==> config.mk <==
export PLATFORM = sky130hd
export DESIGN_NAME = cdb_arbiter
export DESIGN_NICKNAME = d
export VERILOG_FILES = /design/src/rtl/cdb_arbiter.sv
export SDC_FILE = /design/constraint.sdc
export NUM_CORES = 1
export LEC_CHECK = 0
export CAP_MARGIN = 0
export CORE_MARGIN = 5
export CORE_UTILIZATION = 43
export CTS_CLUSTER_DIAMETER = 60
export DETAILED_ROUTE_END_ITERATION = 10
export PLACE_DENSITY = 0.94
export SLEW_MARGIN = 30
export SYNTH_ARGS = -nofsm -noshare
export SYNTH_HDL_FRONTEND = slang
export SYNTH_SLANG_ARGS = --single-unit
export TNS_END_PERCENT = 100
==> constraint.sdc <==
create_clock -name clock -period 2.6 [get_ports clock]
set_input_delay 0.52 -clock clock [delete_from_list [all_inputs] [get_ports clock]]
set_output_delay 0.52 -clock clock [all_outputs]
set_load 0.1 [all_outputs]
==> src/rtl/cdb_arbiter.sv <==
// Common data bus arbiter: two processors and a directory share one registered
// 22-bit bus. Processor transactions wait in AWAIT for a directory response,
// bounded by a timeout counter.
module cdb_arbiter #(
    parameter int unsigned TIMEOUT_CYCLES = 15,
    parameter logic [21:0] IDLE_MSG       = 22'h3FFFFF
) (
    input  logic        clock,
    input  logic        reset,
    input  logic        req0_valid,
    input  logic [21:0] req0_msg,
    output logic        req0_ready,
    input  logic        req1_valid,
    input  logic [21:0] req1_msg,
    output logic        req1_ready,
    input  logic        dir_valid,
    input  logic [21:0] dir_msg,
    output logic        dir_ready,
    output logic [21:0] CDB,
    output logic [1:0]  grant,
    output logic        busy,
    output logic        timeout
);

    localparam int unsigned CNT_W = 4;
    localparam logic [CNT_W-1:0] CNT_LAST = CNT_W'(TIMEOUT_CYCLES - 1);

    localparam logic [1:0] GRANT_NONE = 2'b00;
    localparam logic [1:0] GRANT_P0   = 2'b01;
    localparam logic [1:0] GRANT_P1   = 2'b10;
    localparam logic [1:0] GRANT_DIR  = 2'b11;

    typedef enum logic [1:0] {
        IDLE    = 2'd0,
        DRIVE_P = 2'd1,
        DRIVE_D = 2'd2,
        AWAIT   = 2'd3
    } state_t;

    state_t             r_state;
    logic [21:0]        r_cdb;
    logic [1:0]         r_grant;
    logic               r_timeout;
    logic [CNT_W-1:0]   r_cnt;
    logic               r_lp;       // last processor granted: 0 = P0, 1 = P1

    state_t             w_state_nxt;
    logic [21:0]        w_cdb_nxt;
    logic [1:0]         w_grant_nxt;
    logic               w_timeout_nxt;
    logic [CNT_W-1:0]   w_cnt_nxt;
    logic               w_lp_nxt;
    logic               w_pick1;
    logic [21:0]        w_pmsg;
    logic               w_req0_ready;
    logic               w_req1_ready;
    logic               w_dir_ready;

    // State and registered bus outputs
    always_ff @(posedge clock or posedge reset) begin
        if (reset) begin
            r_state   <= IDLE;
            r_cdb     <= IDLE_MSG;
            r_grant   <= GRANT_NONE;
            r_timeout <= 1'b0;
            r_cnt     <= '0;
            r_lp      <= 1'b1;
        end else begin
            r_state   <= w_state_nxt;
            r_cdb     <= w_cdb_nxt;
            r_grant   <= w_grant_nxt;
            r_timeout <= w_timeout_nxt;
            r_cnt     <= w_cnt_nxt;
            r_lp      <= w_lp_nxt;
        end
    end

    // Next-state, handshake and next bus word; a bus word only lives one cycle
    always_comb begin
        w_state_nxt   = r_state;
        w_cdb_nxt     = IDLE_MSG;
        w_grant_nxt   = GRANT_NONE;
        w_timeout_nxt = 1'b0;
        w_cnt_nxt     = r_cnt;
        w_lp_nxt      = r_lp;
        w_req0_ready  = 1'b0;
        w_req1_ready  = 1'b0;
        w_dir_ready   = 1'b0;
        // On a tie P1 wins only if P0 was served last
        w_pick1       = req1_valid && (!req0_valid || !r_lp);
        w_pmsg        = w_pick1 ? req1_msg : req0_msg;

        case (r_state)
            IDLE: begin
                if (dir_valid) begin
                    w_dir_ready = 1'b1;
                    if (dir_msg != IDLE_MSG) begin
                        w_state_nxt = DRIVE_D;
                        w_cdb_nxt   = dir_msg;
                        w_grant_nxt = GRANT_DIR;
                    end
                end else if (req0_valid || req1_valid) begin
                    w_req0_ready = !w_pick1;
                    w_req1_ready = w_pick1;
                    w_lp_nxt     = w_pick1;
                    // An idle-word message is accepted and dropped
                    if (w_pmsg != IDLE_MSG) begin
                        w_state_nxt = DRIVE_P;
                        w_cdb_nxt   = w_pmsg;
                        w_grant_nxt = w_pick1 ? GRANT_P1 : GRANT_P0;
                    end
                end
            end
            DRIVE_P: begin
                w_state_nxt = AWAIT;
                w_cnt_nxt   = '0;
            end
            DRIVE_D: begin
                w_state_nxt = IDLE;
            end
            AWAIT: begin
                w_dir_ready = dir_valid;
                if (dir_valid) begin
                    if (dir_msg != IDLE_MSG) begin
                        w_state_nxt = DRIVE_D;
                        w_cdb_nxt   = dir_msg;
                        w_grant_nxt = GRANT_DIR;
                    end else begin
                        w_state_nxt = IDLE;
                    end
                end else if (r_cnt == CNT_LAST) begin
                    w_state_nxt   = IDLE;
                    w_timeout_nxt = 1'b1;
                end else begin
                    w_cnt_nxt = r_cnt + CNT_W'(1);
                end
            end
            default: begin
                w_state_nxt = IDLE;
            end
        endcase

        // No handshake may complete while reset is held
        if (reset) begin
            w_req0_ready = 1'b0;
            w_req1_ready = 1'b0;
            w_dir_ready  = 1'b0;
        end
    end

    // Output mapping
    assign req0_ready = w_req0_ready;
    assign req1_ready = w_req1_ready;
    assign dir_ready  = w_dir_ready;
    assign CDB        = r_cdb;
    assign grant      = r_grant;
    assign timeout    = r_timeout;
    assign busy       = (r_state != IDLE);

endmodule

Yosys cells after proc, flatten, opt, wreduce, memory -nomap -nowiden

Index checks and enable logic that the tools add are counted.

Add/sub/neg operators: 1
Muxes and demuxes: 39
Bitwise logic cells: 1
Equal/unequal tests: 12
Reductions and logical operators: 12

Operators with widths:

| cell                   | number |
|---|---|
| $mux W22               | 6 |
| $ne A22 B22 Y1 const B | 2 |
| $pmux W22 S2           | 1 |
| $mux W2                | 13 |
| $mux W1                | 13 |
| $ne A3 B3 Y1 const B   | 4 |
| $mux W4                | 2 |
| $pmux W2 S4            | 1 |
| $pmux W4 S2            | 1 |
| $reduce_and A3 Y1      | 2 |
| $add A4 B1 Y4 const B  | 1 |
| $eq A2 B2 Y1 const B   | 2 |
| $eq A4 B4 Y1 const B   | 1 |
| $ne A2 B2 Y1 const B   | 2 |
| $pmux W2 S2            | 1 |
| $reduce_and A4 Y1      | 1 |
| $reduce_bool A2 Y1     | 2 |
| $logic_not A1 Y1       | 3 |
| $eq A2 B1 Y1 const B   | 1 |
| $logic_not A2 Y1       | 1 |
| $logic_or A1 B1 Y1     | 2 |
| $pmux W1 S2            | 1 |
| $logic_and A1 B1 Y1    | 1 |
| $not A1 Y1             | 1 |

Output and inout bits: 29
Register bits: 32

Longest topological paths before layout

Gate-level depths: netlist (run 1).

Depth in word-level cells: 9
Depth in mapped cells: 7

Worst setup path after synthesis (run 1)

Ideal clock, no wire load.

Path kind: input -> output
Start point: input req1_valid
End point: output req1_ready
Stages: 4
Arrival: 3,212 ps
Setup slack: -1,132 ps
Cell sequence: a21bo_4 > buf_2 > buf_1 > nor3_1

Word-level cells in the longest chain between the ends: 5
Elaborated cells on any way between the ends: 6
Those cells by class: mux: 4; reduce/logical: 2

Ends and longest elaborated chain:

| item                                                      | line    | text |
|---|---|---|
| start: declaration                                        | 13      | `input logic req1_valid,` |
| $logic_and A1 B1 Y1 or $logic_or A1 B1 Y1 (tied branches) | 90, 102 |  |
| $mux W1 *                                                 | 102     | `end else if (req0_valid \|\| req1_valid) begin` |
| $mux W1 *                                                 | 95      | `if (dir_valid) begin` |
| $mux W1 *                                                 | 93      | `case (r_state)` |
| $mux W1 *                                                 | 144     | `if (reset) begin` |
| end: declaration                                          | 15      | `output logic req1_ready,` |

Every way passes the cells marked *; elsewhere a longest branch is shown, timed or not.

Worst setup path in the final report (run 1)

Start point: input req0_valid
End point: output req1_ready

Word-level cells in the longest chain between the ends: 7
Elaborated cells on any way between the ends: 8
Those cells by class: mux: 4; reduce/logical: 4

Ends and longest elaborated chain:

| item                | line | text |
|---|---|---|
| start: declaration  | 10   | `input logic req0_valid,` |
| $logic_not A1 Y1    | 90   | `w_pick1 = req1_valid && (!req0_valid \|\| !r_lp);` |
| $logic_or A1 B1 Y1  | 90   |  |
| $logic_and A1 B1 Y1 | 90   |  |
| $mux W1 *           | 102  |  |
| $mux W1 *           | 95   |  |
| $mux W1 *           | 93   |  |
| $mux W1 *           | 144  |  |

Marks and branches as above.

==> results of run 1 <==
[layout make-up]
| cell class | count | share of cell area |
|---|---|---|
| multi-input cells | 175 | 0.339 |
| well taps | 52 | 0.0212 |
| inverters | 8 | 0.00979 |
| clock inverters | 1 | 0.00163 |
| repair buffers | 108 | 0.334 |
| flip-flops and latches | 32 | 0.270 |
| clock buffers | 7 | 0.0249 |
[critical path: cells and delay by family]
family	cells	cell delay, ns
buf+inv	2	0.74
compound gates	1	0.30
simple gates	1	0.24
[Yosys cell counts]
cell type / number / area, sq um
clkbuf_1: 5 / 18.8
buf_2: 6 / 30.0
nor2b_1: 2 / 12.5
nand4_1: 16 / 100
buf_1: 1 / 3.75
a22oi_2: 1 / 12.5
o21ai_0: 10 / 50.1
a21oi_1: 6 / 30.0
o311a_1: 3 / 30.0
dfrtp_1: 9 / 225
and2_1: 2 / 12.5
a221o_1: 1 / 10.0
nand2b_1: 4 / 25.0
inv_1: 8 / 30.0
a311oi_2: 1 / 15.0
o221ai_1: 1 / 8.76
a21bo_4: 1 / 16.3
a21boi_2: 1 / 11.3
or3_1: 1 / 6.26
nor3_4: 1 / 16.3
nor4_1: 2 / 12.5
nand3_1: 10 / 50.1
nor2_1: 14 / 52.6
a32oi_1: 1 / 8.76
nand2_1: 53 / 199
xor2_1: 2 / 17.5
o21bai_1: 3 / 22.5
dfstp_2: 23 / 604
buf_4: 1 / 7.51
mux2_1: 1 / 11.3
a31oi_1: 17 / 106
nor3_1: 4 / 20.0
ha_1: 5 / 62.6
nor4_2: 2 / 25.0
o31ai_1: 10 / 75.1
[layer usage]
layer	GRT usage	wire, microns	up-vias
met3	0.0550	584	23
met5	0	0	-
met1	0.280	2680	1106
met4	0.0808	191	0
li1	-	-	1033
met2	0.423	3570	140
[sequential cells by signal, indices dropped and copies added, names as in the netlist]
signal	count
timeout	1
r_cnt	4
r_lp	1
grant	2
CDB	22
r_state	2
[through the flow]
| stage | worst slack [ns] | total power, mW | util | cell area [sq um] | cells |
|---|---|---|---|---|---|
| after floorplan | -0.263 | 3.25 | - | 1960 | 228 |
| after global placement | 0.194 | 3.87 | 0.686 | 2990 | 375 |
| after detailed placement | 0.134 | 3.93 | 0.686 | 2990 | 375 |
| after CTS | 0.267 | 4.32 | 0.705 | 3070 | 383 |
| after global routing | 0.204 | 4.52 | 0.705 | 3070 | 383 |
| final | 0.272 | 4.32 | 0.705 | 3070 | 383 |
[power groups by stage]
stage          Sequential, mW  Clock [mW]  Combinational [mW]
2_1_floorplan            2.36           0               0.894
3_3_place_gp            0.954           0                2.91
3_5_place_dp            0.962           0                2.97
4_1_cts                 0.955       0.378                2.99
5_1_grt                 0.979       0.403                3.14
6_report                0.955       0.378                2.99
[logic make-up after synthesis]
logic type / after synthesis / share of synthesized area
AO/OA/AOI/OAI: 56 / 0.205
XOR/XNOR: 2 / 0.00903
adder cells (fa/ha/maj): 5 / 0.0323
buffers and inverters: 21 / 0.0465
flip-flops: 32 / 0.428
multiplexers: 1 / 0.00581
AND/OR/NAND/NOR: 111 / 0.274
[cells in the final DEF (no fill, tap or decap), types with 3 or more instances in the layout]
cell type / n
clkdlybuf4s50_1: 70
nand2_1: 53
buf_4: 35
dfstp_2: 23
a31oi_1: 17
nand4_1: 16
nor2_1: 13
nand3_1: 10
o21ai_0: 10
o31ai_1: 10
dfrtp_1: 9
inv_1: 8
a21oi_1: 6
ha_1: 5
clkbuf_8: 5
nand2b_1: 4
o311a_1: 3
o21bai_1: 3
buf_12: 3
[final timing paths]
path                              endpoint  slack [ns]  depth (start not counted)
max in group asynchronous          CDB[14]        1.49                          3
worst min-delay path                  r_lp        0.54                          2
worst max-delay path            req1_ready        0.27                          4
worst min register to register        r_lp        0.54                          2
min in group asynchronous         r_cnt[0]        0.77                          3
worst max register to register      CDB[9]        0.59                          5
==> flow_metrics.py, run 1 <==
metrics = {
    "run_status": {
        "status": "complete, no violations",
    },
    "timing": {
        "fin_crit_sh": 0.895,
        "rsz0062_at_grt": "no",
        "hold_viol": 0,
        "worst_pin_slew_ns": 0.572,
        "drv_slew": 0,
        "relSlewSlack": 0.619,
        "fmax_ghz": 0.430,
        "period_minus_slack_ns": 2.33,
        "fin_hold_ws_ns": 0.539,
        "setup_viol": 0,
        "skew_ns": 0.00635,
        "fin_tns_setup_ns": 0,
    },
    "clock_tree": {
        "cts_setup_buffers": 0,
        "clk_latency_ns": 0.29,
        "clockRootBuffer": "clkbuf_8",
        "cts_tree": "yes",
        "ctsLongestPathBuffers": 2,
        "h-tree-depth": 2,
        "path_clk_slew_ns": 0.06,
        "hold_buffers": 0,
        "cts_buffers": 5,
        "cts_sinks": 32,
        "postCtsResizedCells": 0,
    },
    "layout": {
        "n_fill_cell": 328,
        "syn_to_final_growth_pct": 58.2,
        "antennaDiodeCount": 0,
        "layout.nets": 406,
        "seq_area_sq_um": 830,
        "drive_above_1_share": 0.233,
        "multiInputGateArea_sq_um": 1040,
    },
    "placed_design": {
        "hpwl_microns": 5340,
        "gp_congestion": 0.957,
        "port_buffers": 99,
    },
    "floorplan": {
        "rows": 24,
        "die_area_sq_um": 5950,
        "ios": 100,
        "die_w_microns": 77.2,
        "start_util": 0.445,
        "coreArea_sq_um": 4350,
        "die_h_microns": 77.2,
    },
    "power": {
        "swShare": 0.584,
        "intPower_mw": 1.80,
        "combPwrFrac": 0.692,
        "seq_power_share": 0.221,
        "peakVddDrop_v": 0.000693,
        "p_per_area_nw_per_um2": 1410,
        "p_leak_nw": 1.26,
        "power.switching_mw": 2.52,
        "p_clk_frac": 0.087,
    },
    "worst_setup_path": {
        "slowest_delay_ns": 0.53,
        "cp.required_ns": 2.08,
        "crit_chain": "clkdlybuf4s50_1 > a21bo_4 > nor3_2 > buf_12",
        "worstPathArrival_ns": 1.81,
        "startpoint_type": "input pin",
        "crit_path_max_fanout": 6,
        "crit_path_start": "req0_valid",
        "critPathCaptureType": "output port",
        "critical_path_class": "input pin to output port",
        "cp_slowest_cell": "clkdlybuf4s50_1",
        "reg2reg_from": "r_state[0]",
    },
    "route": {
        "first_pass_iters": 7,
        "drt_iter0_drc": 294,
        "vias": 2302,
        "vias_per_cell": 6.01,
        "finalWirelength_microns": 7030,
        "wire_per_inst_microns": 18.3,
        "route.detailed.drc": 0,
        "ant_nets": 0,
    },
    "logic_synthesis": {
        "syn_area_per_cell_sq_um": 8.51,
        "synth_cells": 228,
        "synthesis.nets": 304,
        "syn_area_sq_um": 1940,
        "seq_area_frac_synth": 0.428,
        "synth_warnings": 0,
        "ys_seq_elements": 32,
        "synth_cell_types": 35,
    },
    "global_routing": {
        "grt_pass1_vias": 2295,
        "overflow": 0,
        "grt_use_total": 0.239,
        "antenna_found_initial": 0,
        "grt_pass1_wl_microns": 11500,
        "grt_max_degree": 33,
    },
    "run": {
        "drv_cap": 0,
    },
    "min_path": {
        "holdCritPathClass": "flip-flop to flip-flop",
        "holdCritStartpoint": "r_lp",
    },
}
Power figures use the tool's default switching activity.
==> inputs of run 2 (changes only) <==
CORE_MARGIN = 8   (was 5)
==> flow_metrics.py, run 2 (same netlist as run 1, synthesis figures left out) <==
metrics = {
    "placed_design": {
        "port_buffers": 99,
        "hpwl_microns": 5490,
        "dp_slack_ns": 0.105,
        "gp_congestion": 0.919,
        "dp.cells": 374,
    },
    "power": {
        "p_per_area_nw_per_um2": 1410,
        "p_clk_frac": 0.086,
        "intPower_mw": 1.80,
        "combPwrFrac": 0.693,
        "peakVddDrop_v": 0.000647,
        "p_leak_nw": 1.26,
        "swShare": 0.582,
        "power.switching_mw": 2.51,
        "seq_power_share": 0.221,
    },
    "layout": {
        "n_fill_cell": 347,
        "layout.nets": 405,
        "drive_above_1_share": 0.230,
        "syn_to_final_growth_pct": 57.8,
        "finalNonFillerCells": 382,
        "final_common_cell": "clkdlybuf4s50_1",
        "mostFrequentLayoutCells": "70 x clkdlybuf4s50_1, 53 x nand2_1, 34 x buf_4, 23 x dfstp_2, 17 x a31oi_1",
        "seq_area_sq_um": 830,
        "fin_util": 0.703,
        "largest_reg_flops": 22,
        "multiInputGateArea_sq_um": 1040,
        "antennaDiodeCount": 0,
    },
    "timing": {
        "relSlewSlack": 0.631,
        "period_minus_slack_ns": 2.37,
        "fmax_ghz": 0.422,
        "worst_pin_slew_ns": 0.554,
        "rsz0062_at_grt": "no",
        "fin_crit_sh": 0.911,
        "setup_ws_ns": 0.231,
        "setup_viol": 0,
        "skew_ns": 0.00302,
        "hold_viol": 0,
        "drv_slew": 0,
    },
    "global_routing": {
        "grt_pass1_vias": 2335,
        "antenna_found_initial": 0,
        "grt_pass1_wl_microns": 11200,
        "overflow": 0,
        "grt_use_total": 0.195,
        "grt_max_degree": 33,
    },
    "worst_setup_path": {
        "slowest_delay_ns": 0.59,
        "critical_path_class": "input pin to output port",
        "startpoint_type": "input pin",
        "cp_slowest_cell": "clkdlybuf4s50_1",
        "path_delay_family": "buffers and inverters",
        "critPathCaptureType": "output port",
        "crit_chain": "clkdlybuf4s50_1 > inv_1 > nand2_1 > nor3_2 > buf_12",
        "cp.required_ns": 2.08,
        "crit_path_max_fanout": 9,
        "worstPathArrival_ns": 1.85,
        "crit_buf_inv": 3,
    },
    "clock_tree": {
        "hold_buffers": 0,
        "postCtsResizedCells": 0,
        "cts_buffers": 5,
        "cts_tree": "yes",
        "cts_sinks": 32,
        "ctsLongestPathBuffers": 2,
        "clockRootBuffer": "clkbuf_8",
        "h-tree-depth": 2,
        "path_clk_slew_ns": 0.07,
        "cts_setup_buffers": 0,
        "clk_latency_ns": 0.28,
    },
    "route": {
        "route.detailed.drc": 0,
        "finalWirelength_microns": 7060,
        "drt_iter0_drc": 236,
        "vias": 2265,
        "wire_per_inst_microns": 18.5,
        "first_pass_iters": 5,
        "ant_nets": 0,
        "vias_per_cell": 5.93,
    },
    "floorplan": {
        "die_h_microns": 83.2,
        "rows": 24,
        "ios": 100,
        "die_w_microns": 83.2,
        "coreArea_sq_um": 4350,
        "die_area_sq_um": 6910,
        "start_util": 0.445,
    },
    "run_status": {
        "status": "complete, no violations",
    },
    "run": {
        "drv_cap": 0,
    },
    "min_path": {
        "holdCritPathClass": "flip-flop to flip-flop",
    },
}
run 2: cell type report:
class,count,share of cell area
sequential,32,0.271
multi-input combinational,175,0.339
clock buffer,7,0.0249
inverter,8,0.00981
tap,52,0.0213
timing repair buffer,107,0.332
clock inverter,1,0.00164
run 2: path summary, 6_finish.rpt:
| check | startpoint | cells past startpoint | to | slack [ns] |
|---|---|---|---|---|
| max in group asynchronous | reset | 3 | CDB[1] | 1.46 |
| min reg2reg | r_lp | 2 | r_lp | 0.54 |
| max reg2reg | r_state[1] | 6 | r_state[1] | 0.60 |
| max | dir_valid | 5 | req1_ready | 0.23 |
| min in group asynchronous | reset | 3 | r_cnt[0] | 0.81 |
| min | r_lp | 2 | r_lp | 0.54 |
run 2: per-layer routing:
metal / GRT usage / vias to the layer above / share of wire
met5: 0 / - / 0
met4: 0.102 / 0 / 0.040
met3: 0.0381 / 29 / 0.079
met2: 0.335 / 147 / 0.50
met1: 0.222 / 1060 / 0.39
li1: - / 1029 / -
run 2: power by group through the flow:
stage / Combinational [mW] / Clock, mW / Sequential, mW
after detailed placement: 2.97 / 0 / 0.959
after global routing: 3.13 / 0.407 / 0.974
final: 2.98 / 0.370 / 0.952
after global placement: 2.93 / 0 / 0.953
after CTS: 2.98 / 0.379 / 0.953
after floorplan: 0.894 / 0 / 2.36
run 2: worst register-to-register path: cells and delay by family, from the launching register on:
family	cells	cell delay [ns]
compound gates	1	0.25
mux	1	0.36
simple gates	3	0.46
fa+ha+maj	1	0.43
flops	1	0.39
run 2: through the flow:
| stage | power [mW] | hold slack, ns | setup TNS, ns | cell area [sq um] |
|---|---|---|---|---|
| 2_1_floorplan | 3.25 | 0.491 | -0.263 | 1960 |
| 4_1_cts | 4.31 | 0.541 | 0 | 3060 |
| 3_5_place_dp | 3.93 | 0.531 | 0 | 2980 |
| 5_1_grt | 4.51 | 0.581 | 0 | 3060 |
| 6_report | 4.31 | 0.535 | 0 | 3060 |
| 3_3_place_gp | 3.88 | 0.516 | 0 | 2980 |
